File: src/rtl/dmem_line_buffer.sv
// rtl/dmem_line_buffer.sv - single-line write-back buffer between 16-bit word accesses and a 256-bit line memory
module dmem_line_buffer #(
    parameter int LINE_AW = 12,
    parameter int WORD_W  = 16,
    parameter int WORDS   = 16
) (
    input  logic                                  clk,
    input  logic                                  rst,
    input  logic                                  req_valid,
    output logic                                  req_ready,
    input  logic                                  req_we,
    input  logic [LINE_AW+$clog2(WORDS)-1:0]      req_addr,
    input  logic [WORD_W-1:0]                     req_wdata,
    output logic                                  resp_valid,
    output logic [WORD_W-1:0]                     resp_rdata,
    input  logic                                  flush,
    output logic                                  flush_done,
    output logic                                  mem_wen,
    output logic [LINE_AW-1:0]                    mem_addr,
    output logic [WORDS*WORD_W-1:0]               mem_wdata,
    input  logic [WORDS*WORD_W-1:0]               mem_rdata
);
    localparam int IDX_W  = $clog2(WORDS);
    localparam int LINE_W = WORDS * WORD_W;

    localparam logic [1:0] S_IDLE = 2'd0;
    localparam logic [1:0] S_WB   = 2'd1;
    localparam logic [1:0] S_FILL = 2'd2;
    localparam logic [1:0] S_RESP = 2'd3;

    logic [1:0]         state;
    logic               valid_q;
    logic               dirty_q;
    logic [LINE_AW-1:0] tag_q;
    logic [WORD_W-1:0]  line_q [WORDS];

    logic               pend_we;
    logic               pend_flush;
    logic [LINE_AW-1:0] pend_line;
    logic [IDX_W-1:0]   pend_idx;
    logic [WORD_W-1:0]  pend_wdata;

    logic [LINE_AW-1:0] req_line;
    logic [IDX_W-1:0]   req_idx;
    logic               hit;
    logic [WORD_W-1:0]  fill_word [WORDS];

    assign req_line = req_addr[LINE_AW+IDX_W-1:IDX_W];
    assign req_idx  = req_addr[IDX_W-1:0];
    assign hit      = valid_q && (tag_q == req_line);

    // The cycle carrying a hit response also blocks acceptance, giving one accept per two cycles.
    assign req_ready = (state == S_IDLE) && !flush && !rst && !resp_valid;

    // Memory lanes are asymmetric: writes place word i low-first, reads deliver word i high-first.
    always_comb begin
        mem_wdata = '0;
        for (int i = 0; i < WORDS; i++) begin
            mem_wdata[i*WORD_W +: WORD_W] = line_q[i];
            fill_word[i] = mem_rdata[LINE_W-1-i*WORD_W -: WORD_W];
        end
    end

    always_ff @(posedge clk or posedge rst) begin
        if (rst) begin
            state      <= S_IDLE;
            valid_q    <= 1'b0;
            dirty_q    <= 1'b0;
            tag_q      <= '0;
            for (int i = 0; i < WORDS; i++) line_q[i] <= '0;
            pend_we    <= 1'b0;
            pend_flush <= 1'b0;
            pend_line  <= '0;
            pend_idx   <= '0;
            pend_wdata <= '0;
            resp_valid <= 1'b0;
            resp_rdata <= '0;
            flush_done <= 1'b0;
            mem_wen    <= 1'b0;
            mem_addr   <= '0;
        end else begin
            resp_valid <= 1'b0;
            flush_done <= 1'b0;
            mem_wen    <= 1'b0;
            case (state)
                S_IDLE: begin
                    if (flush) begin
                        if (valid_q && dirty_q) begin
                            state      <= S_WB;
                            pend_flush <= 1'b1;
                            mem_wen    <= 1'b1;
                            mem_addr   <= tag_q;
                        end else begin
                            flush_done <= 1'b1;
                        end
                    end else if (req_valid && req_ready) begin
                        if (hit) begin
                            resp_valid <= 1'b1;
                            if (req_we) begin
                                line_q[req_idx] <= req_wdata;
                                dirty_q         <= 1'b1;
                                resp_rdata      <= req_wdata;
                            end else begin
                                resp_rdata <= line_q[req_idx];
                            end
                        end else begin
                            pend_we    <= req_we;
                            pend_flush <= 1'b0;
                            pend_line  <= req_line;
                            pend_idx   <= req_idx;
                            pend_wdata <= req_wdata;
                            if (valid_q && dirty_q) begin
                                state    <= S_WB;
                                mem_wen  <= 1'b1;
                                mem_addr <= tag_q;
                            end else begin
                                state    <= S_FILL;
                                mem_addr <= req_line;
                            end
                        end
                    end
                end
                S_WB: begin
                    dirty_q <= 1'b0;
                    if (pend_flush) begin
                        state      <= S_IDLE;
                        flush_done <= 1'b1;
                    end else begin
                        state    <= S_FILL;
                        mem_addr <= pend_line;
                    end
                end
                S_FILL: begin
                    for (int i = 0; i < WORDS; i++) line_q[i] <= fill_word[i];
                    if (pend_we) begin
                        line_q[pend_idx] <= pend_wdata;
                        dirty_q          <= 1'b1;
                        resp_rdata       <= pend_wdata;
                    end else begin
                        resp_rdata <= fill_word[pend_idx];
                    end
                    tag_q      <= pend_line;
                    valid_q    <= 1'b1;
                    resp_valid <= 1'b1;
                    state      <= S_RESP;
                end
                default: begin
                    state <= S_IDLE;
                end
            endcase
        end
    end
endmodule
File: config.mk
export PLATFORM = sky130hd
export DESIGN_NAME = dmem_line_buffer
export DESIGN_NICKNAME = d
export VERILOG_FILES = /design/src/rtl/dmem_line_buffer.sv
export SDC_FILE = /design/constraint.sdc
export NUM_CORES = 1
export LEC_CHECK = 0
export CAP_MARGIN = 20
export CORE_MARGIN = 3
export CORE_UTILIZATION = 46
export DETAILED_ROUTE_END_ITERATION = 10
export PLACE_DENSITY = 0.79
export SYNTH_ARGS = -nofsm -noshare
export SYNTH_HDL_FRONTEND = slang
export SYNTH_SLANG_ARGS = --single-unit
File: constraint.sdc
create_clock -name clk -period 11.65 [get_ports clk]
set_input_delay 2.33 -clock clk [delete_from_list [all_inputs] [get_ports clk]]
set_output_delay 2.33 -clock clk [all_outputs]
set_load 0.1 [all_outputs]
Word-level counts from Yosys, hierarchy flattened

Index checks and enable logic that the tools add are counted.

Bits in registers: 337
Latch bits: 0
RAM bits: 0
Bits in read-only memories: 0
Bits of input ports: 293
Output and inout port bits: 288
Logic and storage cells: 136
Memories kept: 0

Add/subtract/negate cells: 0
$mul: 0
Div/mod/pow operators: 0
Magnitude comparators: 4
Eq/ne operators: 14
Shift-type cells: 0
Mux-type cells: 61
Bitwise logic cells: 4
Reduce and logical (&&, ||, !) cells: 23

Operator list:

| operator                                                              | count |
|---|---|
| 256-bit 2-to-1 mux                                                    | 5 |
| 256-bit bitwise mux                                                   | 2 |
| 256-bit case mux with 2 select lines                                  | 1 |
| 16-bit 2-to-1 mux                                                     | 11 |
| 16-bit binary-select mux with 4-bit select                            | 2 |
| 16-bit demux with 4-bit select                                        | 2 |
| 12-bit 2-to-1 mux                                                     | 6 |
| 16-bit case mux with 2 select lines                                   | 1 |
| 12-bit case mux with 2 select lines                                   | 1 |
| 1-bit 2-to-1 mux                                                      | 20 |
| 12-bit == test                                                        | 1 |
| 2-bit 2-to-1 mux                                                      | 6 |
| 2-bit != test (second input constant)                                 | 6 |
| 4-bit AND reduction                                                   | 3 |
| 5-bit greater-or-equal comparator (second input constant)             | 2 |
| 5-bit by 1-bit < comparator with 1-bit output (second input constant) | 2 |
| 4-bit inverter with 5-bit output                                      | 2 |
| 5-bit AND reduction                                                   | 2 |
| 1-bit logical AND                                                     | 8 |
| 3-bit by 2-bit != test with 1-bit output (second input constant)      | 2 |
| 2-bit case mux with 3 select lines                                    | 1 |
| 6-bit AND reduction                                                   | 1 |
| 2-bit nonzero test                                                    | 3 |
| 2-bit by 1-bit != test with 1-bit output (second input constant)      | 2 |
| 10 further kinds                                                      | 14 |

Logic depth before layout (Yosys ltp)

Gate-level depths: netlist of run 1.

Depth after elaboration: 11
Mapped depth: 10
Mapped depth without buffers: 6

Least setup slack after synthesis of run 1

OpenSTA, ideal clock, no wires.

Path type: input to output
Start point: input port rst
End point: output port req_ready
Data arrival time: 4808 ps
Slack: 4512 ps
Cell stages on the path: 2
Path buffers: 0
Cell sequence: or3_4 nor3_1

Word-level cells in the longest chain between the ends: 3

Ends and longest elaborated chain:

| item                               | line | source |
|---|---|---|
| from (decl)                        | 8    | `input logic rst,` |
| 1-bit logical NOT (no source line) | -    |  |
| 1-bit logical AND (2 in a row)     | 53   | `assign req_ready = (state == S_IDLE) && !flush && !rst && !resp_valid;` |
| to (decl)                          | 10   | `output logic req_ready,` |

No other way between the ends.

Worst setup path in the final report of run 1

Start point: input port flush
End point: output port req_ready

Word-level cells in the longest chain between the ends: 4

Ends and longest elaborated chain:

| item                           | line | source |
|---|---|---|
| from (decl)                    | 16   | `input logic flush,` |
| 1-bit logical NOT              | 53   |  |
| 1-bit logical AND (3 in a row) | 53   |  |

No other way between the ends.

==> impl_results.rst, run 1 <==
.. list-table::
   :header-rows: 1

   * - Metric
     - Value
   * - Final-report max-slew violation count
     - 0
   * - Total of flip-flops plus latches after synthesis
     - about 340
   * - CTS tree
     - built
   * - Wire length of the first global-routing pass
     - ~160000 microns
   * - Sequential cell area in the final layout
     - about 8400 sq um
   * - Max frequency
     - 0.1295 GHz
   * - Power Dens Cells
     - between 200 and 300 nW/um^2
   * - HPWL Detailed
     - 79890 microns
   * - Leading post-synthesis cells by instance count
     - 364 x sky130_fd_sc_hd__mux2i_1, 337 x sky130_fd_sc_hd__dfrtp_1, 275 x sky130_fd_sc_hd__o22ai_1
   * - Type of element capturing the critical path
     - output pin
   * - Cell with the most instances after synthesis
     - sky130_fd_sc_hd__mux2i_1
   * - Register-to-register setup slack
     - 7830 ps
   * - Drt first pass iters
     - 8
   * - Class of the worst hold path
     - flop to flop
   * - Max_cap viols
     - 0
   * - Source-to-sink clock delay at the later pin of the worst-skew pair
     - about 580 ps
   * - Cell area after synthesis
     - 22980 sq um
   * - All-Layer GR Usage
     - 0.4106
   * - Endpoint arrival time on the critical path
     - about 5400 ps
   * - Launch point of the worst hold path
     - pend_line[1]
   * - Vias in the first global route
     - 21883
   * - Initial core utilization
     - 0.4676
   * - Count of fill cells added during filler insertion
     - ~3900
   * - Highest net fanout along the worst path
     - 22
   * - Number of hold violations in the final report
     - 0
   * - Number of antenna violations at the first check in global routing
     - 6
   * - Die Height
     - 229.5 microns
   * - Number of gates given a new drive strength after cts
     - 0
   * - Number of placement rows
     - between 80 and 90
   * - Ys async rst share
     - 1.000
   * - Remaining DRCs
     - 0
   * - Required arrival time at the worst endpoint
     - 9320 ps
   * - Post-synth top area share
     - 0.3669
   * - # Post-CTS Setup Buffers
     - 0
   * - Worst reg2reg path depth
     - 5
   * - Worst supply voltage drop on vdd
     - around 0.24 mV
   * - Sequential element share of the synthesized area
     - 0.3669
   * - Distinct cells, synth
     - 42
   * - Final estimated routing congestion in global placement
     - around 1
   * - Area enclosed by the die boundary
     - 52680 sq um
   * - Number of cells in the finished layout apart from fillers
     - 3173
   * - Slew Limit Headroom
     - 0.1828
   * - Post-synth EDFFs
     - 0
   * - Worst-case clock skew
     - roughly 26 ps
   * - Ports placed on the boundary
     - ~580
   * - End of the worst register-to-register path
     - mem_wdata[141]
   * - Type of element launching the critical path
     - primary input
   * - Post-detailed-route count of antenna-violating nets
     - 0
   * - Clock root buffer
     - sky130_fd_sc_hd__clkbuf_16
   * - Fraction of layout cells with a size suffix above 1
     - 0.2115
   * - Area Overhead vs Synth
     - 32.36%
   * - Overall die width
     - roughly 230 microns
   * - Dominant synthesized flop cell
     - sky130_fd_sc_hd__dfrtp_1
   * - CTS hold repair buffers
     - 0
   * - Count of yosys warnings during synthesis
     - 0
   * - Transition at the pin with the smallest max-transition slack
     - about 1200 ps
   * - Leak Pwr
     - 12.89 nW
   * - Synth Area per Inst
     - 11.31 sq um
   * - Routed wire per std cell
     - about 35 microns
   * - Cell taking the most area after synthesis
     - sky130_fd_sc_hd__dfrtp_1
   * - Sum of negative setup slack
     - 0 ps
   * - Area taken by multi-input logic gates
     - ~14000 sq um
   * - Leading post-synthesis cells by cell area
     - sky130_fd_sc_hd__dfrtp_1 37%, sky130_fd_sc_hd__mux2i_1 16%, sky130_fd_sc_hd__mux2_2 9.8%
   * - Final Power
     - 8.926 mW
   * - Clock buffers created by TritonCTS
     - 41
   * - Tmin final
     - just under 8000 ps
   * - Post-route core utilization
     - 0.6189
   * - Wire length reported by the detailed router
     - between 100000 and 150000 microns
   * - Cell Count Post-Placement
     - approximately 3100
   * - Start-to-end type of the worst setup path
     - primary input to output pin
   * - Vias
     - around 22000
   * - Final Cycle Share
     - 0.6629
   * - Number of instances in the synthesized netlist
     - slightly above 2000
   * - Number of cells on the worst hold path
     - 2
   * - Area inside the core boundary
     - 49150 sq um
   * - CTS H-tree depth
     - 2
   * - Via count normalized by instance count
     - 6.952
   * - Worst hold-check slack
     - approximately 500 ps
   * - # setup viols final
     - 0
   * - Number of nets at the end of the flow
     - around 2800
   * - # clock sinks
     - around 340
   * - Result of the run
     - finished, final reports clean
   * - Maximum number of pins on one net before global-route repair
     - 172
   * - Post-synth net total
     - about 2300
   * - Clock edge transition at the registers on the reported setup and hold paths
     - approximately 70 ps
   * - Min-Delay Endpoint
     - tag_q[1]
   * - Number of buffers on the longest clock path
     - 3
   * - Worst flop-to-flop path startpoint
     - state[1]
   * - Remaining global-route overflow
     - 0
   * - Initial detailed-routing violation count
     - slightly above 3000
   * - Quantity of I/O buffers inserted on ports
     - 580
   * - RSZ-0062 raised after global routing
     - no
through the flow:
stage	area (sq um)	setup slack (ps)
after CTS	30410	3855
after global routing	30420	3805
after global placement	29010	3933
after floorplan	22990	4512
final	30420	3927
after detailed placement	29070	3885
critical path, stage by stage:
cell and delay, ps:
sky130_fd_sc_hd__clkdlybuf4s50_1 860, sky130_fd_sc_hd__or3_4 600, sky130_fd_sc_hd__nor3_1 370, sky130_fd_sc_hd__clkdlybuf4s50_1 1230
placed cells by master (no fill, tap or decap), types with 42 or more instances in the layout:
cell type                         netlist  final
sky130_fd_sc_hd__o22ai_1              275    275
sky130_fd_sc_hd__a21oi_1               50     50
sky130_fd_sc_hd__dfrtp_1              337    334
sky130_fd_sc_hd__o21ai_0               45     45
sky130_fd_sc_hd__mux2i_1              364    364
sky130_fd_sc_hd__clkdlybuf4s50_1        0    578
sky130_fd_sc_hd__nand2_1               97     96
sky130_fd_sc_hd__mux2_4               100    100
sky130_fd_sc_hd__mux2_2               201    201
sky130_fd_sc_hd__buf_4                  0     42
sky130_fd_sc_hd__clkbuf_16              0     43
sky130_fd_sc_hd__mux4_2                80     80
final cells by class:
class                   count  share of cell area
flip-flops and latches    337              0.2774
inverters                   6           0.0008637
clock buffers              62             0.04002
diodes                      3           0.0002468
multi-input cells        1465              0.4462
repair buffers            626              0.2036
clock inverters            10            0.004318
well taps                 664             0.02731
logic make-up (layout without fill, tap and decap cells):
group / count (synthesis) / in the layout / share of synthesized area
compound gates: 458 / 458 / 0.1297
flops: 337 / 337 / 0.3669
buf+inv: 230 / 704 / 0.04437
mux: 745 / 745 / 0.4007
simple gates: 250 / 250 / 0.05378
xor+xnor: 12 / 12 / 0.004573
other cells: 0 / 3 / 0
per-layer routing:
| metal | part of all wire | track usage | vias to the layer above |
|---|---|---|---|
| met4 | 0.076 | 0.2600 | 10 |
| li1 | - | - | 8672 |
| met5 | 0.00055 | 0 | - |
| met3 | 0.12 | 0.1178 | 470 |
| met2 | 0.45 | 0.6434 | 1961 |
| met1 | 0.35 | 0.4979 | 10946 |
power by group:
part / internal, mW / switching (mW)
clock network: 0.786 / 0.555
logic: 1.70 / 3.68
registers: 1.53 / 0.665
total: 4.03 / 4.90
sequential cells by signal, summed over array words and instances, names as in the netlist:
register and flops:
resp_valid 1, mem_wdata 256, valid_q 1, state 2
pend_we 1, resp_rdata 16, tag_q 12, flush_done 1
pend_line 12, pend_wdata 16, mem_wen 1, mem_addr 12
pend_idx 4, dirty_q 1, pend_flush 1
worst max path at each step:
stage,from,end,depth (start not counted)
global placement,flush,req_ready,4
detailed placement,flush,req_ready,4
finish,flush,req_ready,4
CTS,flush,req_ready,4
global route,flush,req_ready,4
floorplan,rst,req_ready,2
No activity file was read; power rests on OpenSTA's default activity.
==> inputs of run 2 (changes only) <==
- clock period: 11.65 -> 7 ns (I/O delays scaled with it)
==> impl_results.rst, run 2 (synthesis gave the netlist of run 1 again) <==
.. list-table::
   :header-rows: 1

   * - Metric
     - Value
   * - Result of the run
     - finished, final reports clean
   * - Sum of negative setup slack
     - 0 ps
   * - Vias in the first global route
     - 21968
   * - Clock buffers created by TritonCTS
     - a little over 40
   * - Leak Pwr
     - roughly 13 nW
   * - Fraction of layout cells with a size suffix above 1
     - 0.2127
   * - Source-to-sink clock delay at the later pin of the worst-skew pair
     - 590 ps
   * - Drt first pass iters
     - 6
   * - Quantity of I/O buffers inserted on ports
     - between 500 and 600
   * - CTS hold repair buffers
     - 0
   * - # setup viols final
     - 0
   * - Worst-case clock skew
     - around 23 ps
   * - Type of element capturing the critical path
     - output pin
   * - Number of antenna violations at the first check in global routing
     - 8
   * - Remaining DRCs
     - 0
   * - Vias
     - 22096
   * - Final estimated routing congestion in global placement
     - slightly below 1
   * - Worst supply voltage drop on vdd
     - roughly 0.44 mV
   * - Overall die width
     - ~230 microns
   * - Via count normalized by instance count
     - ~7
   * - Max_cap viols
     - 0
   * - Tmin final
     - between 4000 and 5000 ps
   * - Maximum number of pins on one net before global-route repair
     - 197
   * - Most frequent standard cell in the layout excluding fill and tap cells
     - sky130_fd_sc_hd__clkdlybuf4s50_1
   * - Routed wire per std cell
     - roughly 36 microns
   * - Start-to-end type of the worst setup path
     - primary input to output pin
   * - Clock root buffer
     - sky130_fd_sc_hd__clkbuf_16
   * - Number of cells on the worst hold path
     - 2
   * - All-Layer GR Usage
     - 0.4161
   * - Number of flip-flops under the largest register name
     - about 260
   * - Power Dens Cells
     - between 400 and 500 nW/um^2
   * - Number of nets at the end of the flow
     - 2763
   * - Number of cells in the finished layout apart from fillers
     - 3168
   * - Wire length of the first global-routing pass
     - around 160000 microns
   * - Class of the worst hold path
     - flop to flop
   * - Max frequency
     - approximately 0.20 GHz
   * - Count of fill cells added during filler insertion
     - 3899
   * - Number of hold violations in the final report
     - 0
   * - HPWL Detailed
     - between 80000 and 90000 microns
   * - CTS H-tree depth
     - 2
   * - Ports placed on the boundary
     - ~580
   * - RSZ-0062 raised after global routing
     - no
   * - Remaining global-route overflow
     - 0
   * - Area Overhead vs Synth
     - 32.64%
   * - Final-report max-slew violation count
     - 0
   * - Initial detailed-routing violation count
     - around 3300
   * - Type of element launching the critical path
     - primary input
   * - Die Height
     - 229.5 microns
   * - Top library cells by usage in the layout, fill and taps aside
     - 577 x sky130_fd_sc_hd__clkdlybuf4s50_1, 364 x sky130_fd_sc_hd__mux2i_1, 334 x sky130_fd_sc_hd__dfrtp_1
   * - # clock sinks
     - approximately 340
   * - Cell Count Post-Placement
     - between 3000 and 4000
   * - CTS tree
     - built
   * - Number of buffers on the longest clock path
     - 3
   * - Worst reg2reg path depth
     - 6
   * - Initial core utilization
     - 0.4676
   * - Highest net fanout along the worst path
     - 22
   * - Post-detailed-route count of antenna-violating nets
     - 0
   * - Endpoint arrival time on the critical path
     - about 3600 ps
   * - Area enclosed by the die boundary
     - 52680 sq um
   * - Number of gates given a new drive strength after cts
     - 0
   * - Required arrival time at the worst endpoint
     - around 5600 ps
   * - # Post-CTS Setup Buffers
     - 0
   * - Number of placement rows
     - ~80
   * - Wire length reported by the detailed router
     - around 110000 microns
   * - Transition at the pin with the smallest max-transition slack
     - between 1000 and 1500 ps
   * - Clock edge transition at the registers on the reported setup and hold paths
     - roughly 60 ps
   * - Slew Limit Headroom
     - 0.1836
   * - Area inside the core boundary
     - 49150 sq um
   * - Final Cycle Share
     - 0.7112
[run 2: per-stage QoR]
step                cell area (sq um)  total power [mW]  setup WS, ps  hold WS, ps    util
detailed placement              29000             12.50          1821        487.4  0.5900
global placement                28980             12.36          1865        466.2  0.5895
finish                          30490             14.97          2021        504.7  0.6202
global route                    30480             15.31          1929        538.7  0.6202
floorplan                       22990             9.863          1095        456.7       -
CTS                             30420             14.81          2083        505.5  0.6190
[run 2: routing by layer]
layer,vias to the layer above,global-route usage,wire length [microns]
li1,8695,-,-
met1,11023,0.5141,40890
met2,1933,0.6513,51060
met3,435,0.1277,14040
met4,10,0.2288,7520
met5,-,0,66
[run 2: power by group]
part           switching [mW]  leakage [nW]  internal, mW
clock                   0.920         0.706          1.37
combinational            6.18          7.81          2.84
sequential               1.10          4.41          2.56
total                    8.21          12.9          6.77
[run 2: critical path, cell delays in order]
cell,delay (ps)
sky130_fd_sc_hd__clkdlybuf4s50_1,870
sky130_fd_sc_hd__or3_4,610
sky130_fd_sc_hd__nor3_1,320
sky130_fd_sc_hd__buf_4,380
[run 2: path summary, 6_finish.rpt]
check	startpoint	to	slack (ps)
hold reg to reg	pend_line[3]	tag_q[3]	500
setup / recovery	flush	req_ready	2020
setup reg to reg	state[0]	mem_wdata[230]	3260
min in group asynchronous	rst	pend_line[10]	1380
max in group asynchronous	rst	mem_wdata[118]	4320
hold / removal	pend_line[3]	tag_q[3]	500
[run 2: layout make-up]
type | instances | area [sq um] | area share
multi-input combinational | 1465 | 13580 | 0.4456
sequential | 337 | 8439 | 0.2768
timing repair buffer | 619 | 6177 | 0.2026
clock buffer | 59 | 1236 | 0.04055
tap | 664 | 830.8 | 0.02725
clock inverter | 15 | 185.2 | 0.006074
inverter | 6 | 26.28 | 0.0008619
antenna | 3 | 7.507 | 0.0002462
